**config.mk**
```make
export PLATFORM = sky130hd
export DESIGN_NAME = bk_sub_16b_pipe
export DESIGN_NICKNAME = d
export VERILOG_FILES = /design/src/rtl/bk_sub_16b_pipe.sv
export SDC_FILE = /design/constraint.sdc
export NUM_CORES = 1
export LEC_CHECK = 0
export ABC_AREA = 0
export BUFFER_PORTS_ARGS = -buffer_cell sky130_fd_sc_hd__buf_2
export CAP_MARGIN = 15
export CORE_MARGIN = 2
export CORE_UTILIZATION = 45
export CTS_CLUSTER_SIZE = 28
export DETAILED_ROUTE_END_ITERATION = 10
export GPL_TIMING_DRIVEN = 0
export PLACE_DENSITY = 0.67
export SYNTH_ARGS = -nofsm -noshare
export SYNTH_HDL_FRONTEND = slang
export SYNTH_SLANG_ARGS = --single-unit
```
**constraint.sdc**
```tcl
create_clock -name clk -period 2.7 [get_ports clk]
set_input_delay 0.54 -clock clk [delete_from_list [all_inputs] [get_ports clk]]
set_output_delay 0.54 -clock clk [all_outputs]
set_load 0.05 [all_outputs]
```
**src/rtl/bk_sub_16b_pipe.sv**
```systemverilog
// -----------------------------------------------------------------------------
// bk_sub_16b_pipe
// 16-bit two's-complement subtractor (D = X - Y - Bin) built on a Brent-Kung
// parallel-prefix carry network, split over two register stages with
// valid/ready flow control on both ends.
//
// The subtraction is computed as X + ~Y + Cin with Cin = ~Bin, so the carry
// out of bit 15 is the inverted unsigned borrow.
//
// Stage 1 : generate/propagate plus the four up-sweep levels of the tree.
// Stage 2 : down-sweep, per-bit carries, difference, borrow and overflow.
//
// Ports
//   clk        system clock, rising edge
//   rst        asynchronous, active-high reset
//   in_valid   X, Y, Bin valid this cycle
//   in_ready   block can accept operands this cycle (combinational)
//   X, Y       minuend / subtrahend
//   Bin        borrow-in (1 = subtract an extra 1)
//   out_valid  D, Bout, Ovf hold a valid result
//   out_ready  downstream accepts the result this cycle
//   D          difference, X - Y - Bin mod 2^16
//   Bout       unsigned borrow-out, 1 iff X < Y + Bin
//   Ovf        signed overflow of the subtraction
// -----------------------------------------------------------------------------
module bk_sub_16b_pipe #(
  parameter int WIDTH = 16  // tree below is hard-wired for 16 bits
) (
  input  logic             clk,
  input  logic             rst,
  input  logic             in_valid,
  output logic             in_ready,
  input  logic [WIDTH-1:0] X,
  input  logic [WIDTH-1:0] Y,
  input  logic             Bin,
  output logic             out_valid,
  input  logic             out_ready,
  output logic [WIDTH-1:0] D,
  output logic             Bout,
  output logic             Ovf
);

  // Prefix carry operator: (Ga | (Pa & Gb), Pa & Pb); 'a' is the upper group.
  function automatic logic [1:0] bk_op(input logic ga, input logic pa,
                                       input logic gb, input logic pb);
    return {ga | (pa & gb), pa & pb};
  endfunction

  // ---------------------------------------------------------------------------
  // Handshake
  // ---------------------------------------------------------------------------
  logic v1_r;
  logic v2_r;
  logic adv1_s;
  logic adv2_s;

  // Stage advance enables: a stage may load when empty or when the stage after it moves.
  always_comb begin
    adv2_s   = ~v2_r | out_ready;
    adv1_s   = ~v1_r | adv2_s;
    in_ready = adv1_s;
  end

  // ---------------------------------------------------------------------------
  // Stage 1 combinational: generate/propagate and up-sweep
  // ---------------------------------------------------------------------------
  logic [WIDTH-1:0] g0_s, p0_s;
  logic [WIDTH-1:0] l1_g_s, l1_p_s;
  logic [WIDTH-1:0] l2_g_s, l2_p_s;
  logic [WIDTH-1:0] l3_g_s, l3_p_s;
  logic [WIDTH-1:0] l4_g_s, l4_p_s;
  logic             cin_s;

  // Bit-level generate/propagate of X + ~Y, and the carry-in derived from Bin.
  always_comb begin
    g0_s  = X & ~Y;
    p0_s  = X ^ ~Y;
    cin_s = ~Bin;
  end

  // Up-sweep levels 1-4: span-2 at odd bits, span-4 at 3/7/11/15, span-8 at 7/15, span-16 at 15.
  always_comb begin
    l1_g_s = g0_s;
    l1_p_s = p0_s;
    for (int i = 1; i < WIDTH; i += 2) begin
      {l1_g_s[i], l1_p_s[i]} = bk_op(g0_s[i], p0_s[i], g0_s[i-1], p0_s[i-1]);
    end

    l2_g_s = l1_g_s;
    l2_p_s = l1_p_s;
    for (int i = 3; i < WIDTH; i += 4) begin
      {l2_g_s[i], l2_p_s[i]} = bk_op(l1_g_s[i], l1_p_s[i], l1_g_s[i-2], l1_p_s[i-2]);
    end

    l3_g_s = l2_g_s;
    l3_p_s = l2_p_s;
    for (int i = 7; i < WIDTH; i += 8) begin
      {l3_g_s[i], l3_p_s[i]} = bk_op(l2_g_s[i], l2_p_s[i], l2_g_s[i-4], l2_p_s[i-4]);
    end

    l4_g_s = l3_g_s;
    l4_p_s = l3_p_s;
    {l4_g_s[15], l4_p_s[15]} = bk_op(l3_g_s[15], l3_p_s[15], l3_g_s[7], l3_p_s[7]);
  end

  // ---------------------------------------------------------------------------
  // Stage 1 registers
  // ---------------------------------------------------------------------------
  logic [WIDTH-1:0] g1_r, p1_r, p0_r;
  logic             cin_r;

  // Stage 1 pipeline register: loads on advance, data only when a real operand arrives.
  always_ff @(posedge clk or posedge rst) begin
    if (rst) begin
      v1_r  <= 1'b0;
      g1_r  <= {WIDTH{1'b0}};
      p1_r  <= {WIDTH{1'b0}};
      p0_r  <= {WIDTH{1'b0}};
      cin_r <= 1'b0;
    end else if (adv1_s) begin
      v1_r <= in_valid;
      if (in_valid) begin
        g1_r  <= l4_g_s;
        p1_r  <= l4_p_s;
        p0_r  <= p0_s;
        cin_r <= cin_s;
      end
    end
  end

  // ---------------------------------------------------------------------------
  // Stage 2 combinational: down-sweep, carries and result
  // ---------------------------------------------------------------------------
  logic [WIDTH-1:0] dn1_g_s, dn1_p_s;
  logic [WIDTH-1:0] dn2_g_s, dn2_p_s;
  logic [WIDTH-1:0] dn3_g_s, dn3_p_s;
  logic [WIDTH:0]   c_s;
  logic [WIDTH-1:0] diff_s;
  logic             bout_s;
  logic             ovf_s;

  // Down-sweep: bit 11 from 7, then 5/9/13 from 3/7/11, then even bits from the odd bit below.
  always_comb begin
    dn1_g_s = g1_r;
    dn1_p_s = p1_r;
    {dn1_g_s[11], dn1_p_s[11]} = bk_op(g1_r[11], p1_r[11], g1_r[7], p1_r[7]);

    dn2_g_s = dn1_g_s;
    dn2_p_s = dn1_p_s;
    for (int i = 5; i < WIDTH; i += 4) begin
      {dn2_g_s[i], dn2_p_s[i]} = bk_op(dn1_g_s[i], dn1_p_s[i], dn1_g_s[i-2], dn1_p_s[i-2]);
    end

    dn3_g_s = dn2_g_s;
    dn3_p_s = dn2_p_s;
    for (int i = 2; i < WIDTH; i += 2) begin
      {dn3_g_s[i], dn3_p_s[i]} = bk_op(dn2_g_s[i], dn2_p_s[i], dn2_g_s[i-1], dn2_p_s[i-1]);
    end
  end

  // Every dn3 bit now spans [i:0], so each carry folds in Cin with one AND-OR.
  always_comb begin
    c_s[0] = cin_r;
    for (int i = 0; i < WIDTH; i++) begin
      c_s[i+1] = dn3_g_s[i] | (dn3_p_s[i] & cin_r);
    end
  end

  // Difference, borrow and overflow. Overflow uses carry-into-MSB xor carry-out,
  // which equals (X[15]^Y[15]) & (X[15]^D[15]) for X + ~Y + Cin and avoids
  // carrying X[15] through stage 1.
  always_comb begin
    diff_s = p0_r ^ c_s[WIDTH-1:0];
    bout_s = ~c_s[WIDTH];
    ovf_s  = c_s[WIDTH] ^ c_s[WIDTH-1];
  end

  // ---------------------------------------------------------------------------
  // Stage 2 registers (drive the outputs)
  // ---------------------------------------------------------------------------
  logic [WIDTH-1:0] d_r;
  logic             bout_r;
  logic             ovf_r;

  // Stage 2 pipeline register: holds while the downstream stalls a valid result.
  always_ff @(posedge clk or posedge rst) begin
    if (rst) begin
      v2_r   <= 1'b0;
      d_r    <= {WIDTH{1'b0}};
      bout_r <= 1'b0;
      ovf_r  <= 1'b0;
    end else if (adv2_s) begin
      v2_r <= v1_r;
      if (v1_r) begin
        d_r    <= diff_s;
        bout_r <= bout_s;
        ovf_r  <= ovf_s;
      end
    end
  end

  assign out_valid = v2_r;
  assign D         = d_r;
  assign Bout      = bout_r;
  assign Ovf       = ovf_r;

endmodule

```
* Yosys cells after proc, flatten, opt, wreduce, memory -nomap -nowiden
Cells that the tools add are included.
** Operators by class
- Bitwise operators :: 121
- Reduce and logical (&&, ||, !) cells :: 2
** Operators with widths (number)
- 1-bit bitwise AND :: 68
- 1-bit OR :: 44
- 16-bit XOR :: 2
- 16-bit bitwise AND :: 1
- 16-bit inverter :: 1
- 1-bit inverter :: 4
- 2-bit AND reduction :: 2
- 1-bit XOR :: 1
** Storage, ports and cells
- Bits in registers :: 69
- Input port bits :: 37
- Output and inout port bits :: 20
- Word-level logic and storage cells :: 132

* Depth between registers and ports, before layout
- Depth in word-level cells :: 10
- Mapped depth :: 7
- Mapped depth without buffers :: 7

* Worst setup path before layout
No wires, ideal clock.
- Kind :: register -> register
- From :: reg v2_r, in the netlist out_valid
- To :: reg g1_r[8]
- Library setup time :: 0.127 ns
- Arrival :: 1.774 ns
- Data required time :: 2.573 ns
- Setup slack :: 0.799 ns
- Cell stages (with the launch flop) :: 6
- Path buffers :: 2
- Period minus slack after synthesis :: 1.901 ns
- Path through :: dfrtp_1 -> nand3b_4 -> and2_1 -> buf_4 -> buf_6 -> mux2_1
** On the way
- Cells in the longest elaborated chain, start to end :: 4
** RTL lines
- start: declaration :: RTL line 53 : logic v2_r;
- start signal: assignment :: RTL line 193 : v2_r <= v1_r;
- 1-bit inverter :: RTL line 59 : adv2_s = ~v2_r | out_ready;
- 1-bit OR :: RTL line 59
- 1-bit OR :: RTL line 60 : adv1_s = ~v1_r | adv2_s;
- net in_ready :: RTL line 32 : output logic in_ready,
- 2-bit AND reduction (no line)
- end signal: assignment :: RTL line 116 : g1_r <= {WIDTH{1'b0}};
- end signal: assignment :: RTL line 123 : g1_r <= l4_g_s;
- end: declaration :: RTL line 109 : logic [WIDTH-1:0] g1_r, p1_r, p0_r;
The timed path passes the listed nets, and every way through them passes these cells.
A chain may end at the register's enable or synchronous reset.

* Worst setup path in the final report
- From :: in Y[1]
- To :: reg g1_r[15]
** On the way
- Cells in the longest elaborated chain, start to end :: 10
- Elaborated cells between the ends (all ways) :: 11
- Classes of those cells :: 11 x bitwise
** RTL lines
- start: declaration :: RTL line 34 : input logic [WIDTH-1:0] Y,
- 16-bit inverter :: RTL line 77 : p0_s = X ^ ~Y;
- 16-bit XOR :: RTL line 77
- net p0_s[1] :: RTL line 67 : logic [WIDTH-1:0] g0_s, p0_s;
- 1-bit bitwise AND :: RTL line 46 : return {ga | (pa & gb), pa & pb};
- 1-bit OR :: RTL line 46
- 1-bit bitwise AND :: RTL line 46
- 1-bit OR :: RTL line 46
- 1-bit bitwise AND :: RTL line 46
- 1-bit OR :: RTL line 46
- 1-bit bitwise AND :: RTL line 46
- 1-bit OR :: RTL line 46
The timed path passes the listed nets, and every way through them passes these cells.

==> results.md <==
- Flops & latches, synth: 61
- FF-to-FF Start: cin_r$_DFFE_PP0P_
- Worst rel slew slack: 62.9%
- Top delay family on crit path: compound AO/OA/AOI/OAI gates
- P_int: 1810 µW
- Worst min path class: in2async
- Yosys Warn Count: 0
- DRC violations left: 0
- CP Launch Point: Y[1]
- Post-CTS setup buffer count: 0
- Dpl hpwl: 4340 µm
- 1st-iter DRT viols: 107
- Clk network pwr share: 25.6%
- Die footprint: 7110 µm²
- Drt pass-1 iters: 4
- Final min period: 1.84 ns
- Largest net degree at the start of global routing: 39
- Row count: 29
- Peak VDD IR: 0.542 mV
- TritonCTS clock tree: built
- Final RePlAce weighted congestion: 0.781
- Clock transition at path regs: 0.07 ns
- Final period util: 68.0%
- Avg Synthesized Cell Area: 10.8 µm²
- Most used cell, CP: a21oi_1
- Net Sw Frac: 37.4%
- Die W: 84.3 µm
- Vias in the first global route: 2129
- Worst setup path endpoint: g1_r[15]$_DFFE_PP0P_
- Critical path buffers and inverters: 2
- Worst Max-Slew Pin Slew: 0.557 ns
- Tot GR Track Use: 17.9%
- Comb pwr share: 32.3%
- DR vias: 2115
- Status: completed
- Syn Nets: 324
- Layout cell share with drive strength beyond 1: 29.8%
- Area of the core: 6280 µm²
- Crit path arrival time: 2.06 ns
- Diodes inserted: 0
- Dpl ws: 0.504 ns
- Req. time, crit path: 2.92 ns
- Crit path capture type: flop
- Max stage delay on crit path: 0.53 ns
- FF-to-FF setup slack: 1.12 ns
- Total leakage power: 0.00174 µW
- Clock sink count: 61
- Routed WL per cell: 13.9 µm
- Final setup margin: 0.864 ns
- Initial cell density of the core: 46.3%
- I/O Buffers: 56
- Initial antenna violation count: 0
- Sequential power share: 42.2%
- CP max-delay cell: or4_1
- Skew final: 0.00377 ns
- IO Pins: 57
- Post-Synthesis Cell Area: 2900 µm²
- Levels on crit path: 8
- Startpoint types: input pin
- Reg2Reg Capture Point: D[15]$_DFFE_PP0P_
- Critical setup path kind: in2reg
- Cts bufs inserted: 9
- First-pass GRT wire length: 10000 µm
- Worst-skew pair later-pin latency: 0.33 ns
- Cells after Synth: 270
- Fin nets: 392
- Final Hold Viols: 0
- Post_cts resized: 0
- H-tree levels: 3
- RSZ-0062 raised after global routing: no
- Max Cap Viol: 0
- CP cell instances: buf_2, inv_1, ha_1, a21oi_1, o21ai_1, a21oi_1, or4_1, o311ai_0
- Vias per std cell: 5.05
- Fin cells: 419
- Max clock buf depth: 2
- Hold buffer count at CTS: 0
- Final ANT Viol Nets: 0
- Area Growth Syn to Fin: 19.8%
- Dpl cells: 404
- Worst Reg2Reg Path Length in Cells: 5
- Crit path max fanout: 4
- Total congestion overflow: 0
- Switching pwr: 1080 µW
- Detailed Route WL: 5840 µm
- Fmax: 545 MHz
- Fin Setup TNS: 0 ns
- Chip height: 84.3 µm
- Setup violators final: 0
- Final Slew Violations: 0
- Pwr Density: 831 nW/µm²
- Synth unique cells: 34
- Sequential cell area fraction in the yosys report: 52.6%
- Root buf cell: clkbuf_8
## state kept, by name, indices dropped and copies added (netlist names)
register	flops
v1_r	1
g1_r	16
p0_r	8
D	16
out_valid	1
Ovf	1
cin_r	1
p1_r	16
Bout	1
## power by group through the flow
stage          registers, µW  clock network [µW]  logic [µW]
2_1_floorplan           1570                   0         369
3_3_place_gp            1230                   0         928
3_5_place_dp            1240                   0         943
4_1_cts                 1220                 751         944
5_1_grt                 1240                 805        1020
6_report                1220                 739         933
## metrics by stage
step	utilization [%]	instance area [µm²]	hold slack [ns]	power, µW
finish	55.4	3480	0.239	2890
global route	55.4	3480	0.282	3060
CTS	55.4	3480	0.249	2910
detailed placement	52.6	3300	0.467	2180
global placement	52.3	3280	0.455	2160
floorplan	-	2900	0.446	1940
## how the worst min path moves through the flow
| stage | from | to | slack [ns] | cells past startpoint |
|---|---|---|---|---|
| after detailed placement | D[3]$_DFFE_PP0P_ | D[3]$_DFFE_PP0P_ | 0.47 | 2 |
| after global routing | rst | p0_r[5]$_DFFE_PP0P_ | 0.28 | 2 |
| after CTS | rst | p0_r[5]$_DFFE_PP0P_ | 0.25 | 2 |
| after global placement | D[4]$_DFFE_PP0P_ | D[4]$_DFFE_PP0P_ | 0.46 | 2 |
| after floorplan | p1_r[1]$_DFFE_PP0P_ | p1_r[1]$_DFFE_PP0P_ | 0.45 | 2 |
| final | rst | D[7]$_DFFE_PP0P_ | 0.24 | 2 |
## cell families (layout without fill, tap and decap cells)
kind of cell / count (synthesis) / after routing / share of synthesized area (%)
and+or+nand+nor: 65 / 65 / 10.0
DFF: 61 / 61 / 52.6
AOI/OAI and AO/OA: 58 / 58 / 11.2
buffers and inverters: 28 / 100 / 4.31
muxes: 25 / 25 / 9.69
adders and majority gates: 17 / 17 / 7.32
xor gates and xnor gates: 16 / 16 / 4.83
## placed cells by master (no fill, tap or decap), types with 2 or more instances in the layout
master / count
buf_6: 2
inv_1: 18
ha_1: 17
dfrtp_1: 61
mux2_2: 24
a21oi_1: 15
nand2b_1: 3
nand2_1: 44
nor3_1: 2
nand3_1: 2
xor2_1: 8
o21ai_0: 29
a21o_1: 3
o21bai_1: 2
o21ai_1: 2
xnor2_1: 8
clkbuf_8: 12
nor2_1: 6
clkbuf_1: 7
buf_2: 57
nand4_1: 3
## worst reg2reg max path, stage by stage (launching register included)
cell and delay (ns):
dfrtp_1 0.46, a21o_1 0.26, a211o_1 0.33, a21oi_2 0.18
xor2_1 0.16, o21ai_0 0.08
## cell type report
type	count	area, µm²
clock inverter	1	5.00
sequential	61	1530
buffer	9	53.8
multi-input combinational	181	1250
inverter	19	71.3
timing repair buffer	57	300
clock buffer	14	173
tap	77	96.3
fill	593	2800
## synthesized netlist by cell type, drive strengths merged
master	number	area share [%]
nand4	3	0.65
xor2	8	2.4
nand2b	3	0.65
xnor2	8	2.4
or2	1	0.22
a21oi	16	2.9
o21ai	31	5.3
dfrtp	61	53
clkbuf	5	0.65
nor3	2	0.34
nor2b	1	0.22
a211oi	1	0.26
buf	4	1.2
a22o	1	0.30
nand2	44	5.7
nor2	6	0.78
a2111oi	1	0.30
a21o	3	0.78
o21a	1	0.26
a211o	1	0.30
o311ai	1	0.30
o21bai	2	0.52
or4	1	0.26
mux2	25	9.7
ha	17	7.3
and2	1	0.22
nand3	2	0.34
nand3b	1	0.69
inv	19	2.5
## layer usage
layer	routed length (µm)	track usage [%]	up-vias
met5	0	0	-
met4	67	4.76	0
met3	281	5.11	7
met2	2740	28.0	44
met1	2760	24.7	1014
li1	-	-	1050
No activity file was read; power rests on OpenSTA's default activity.
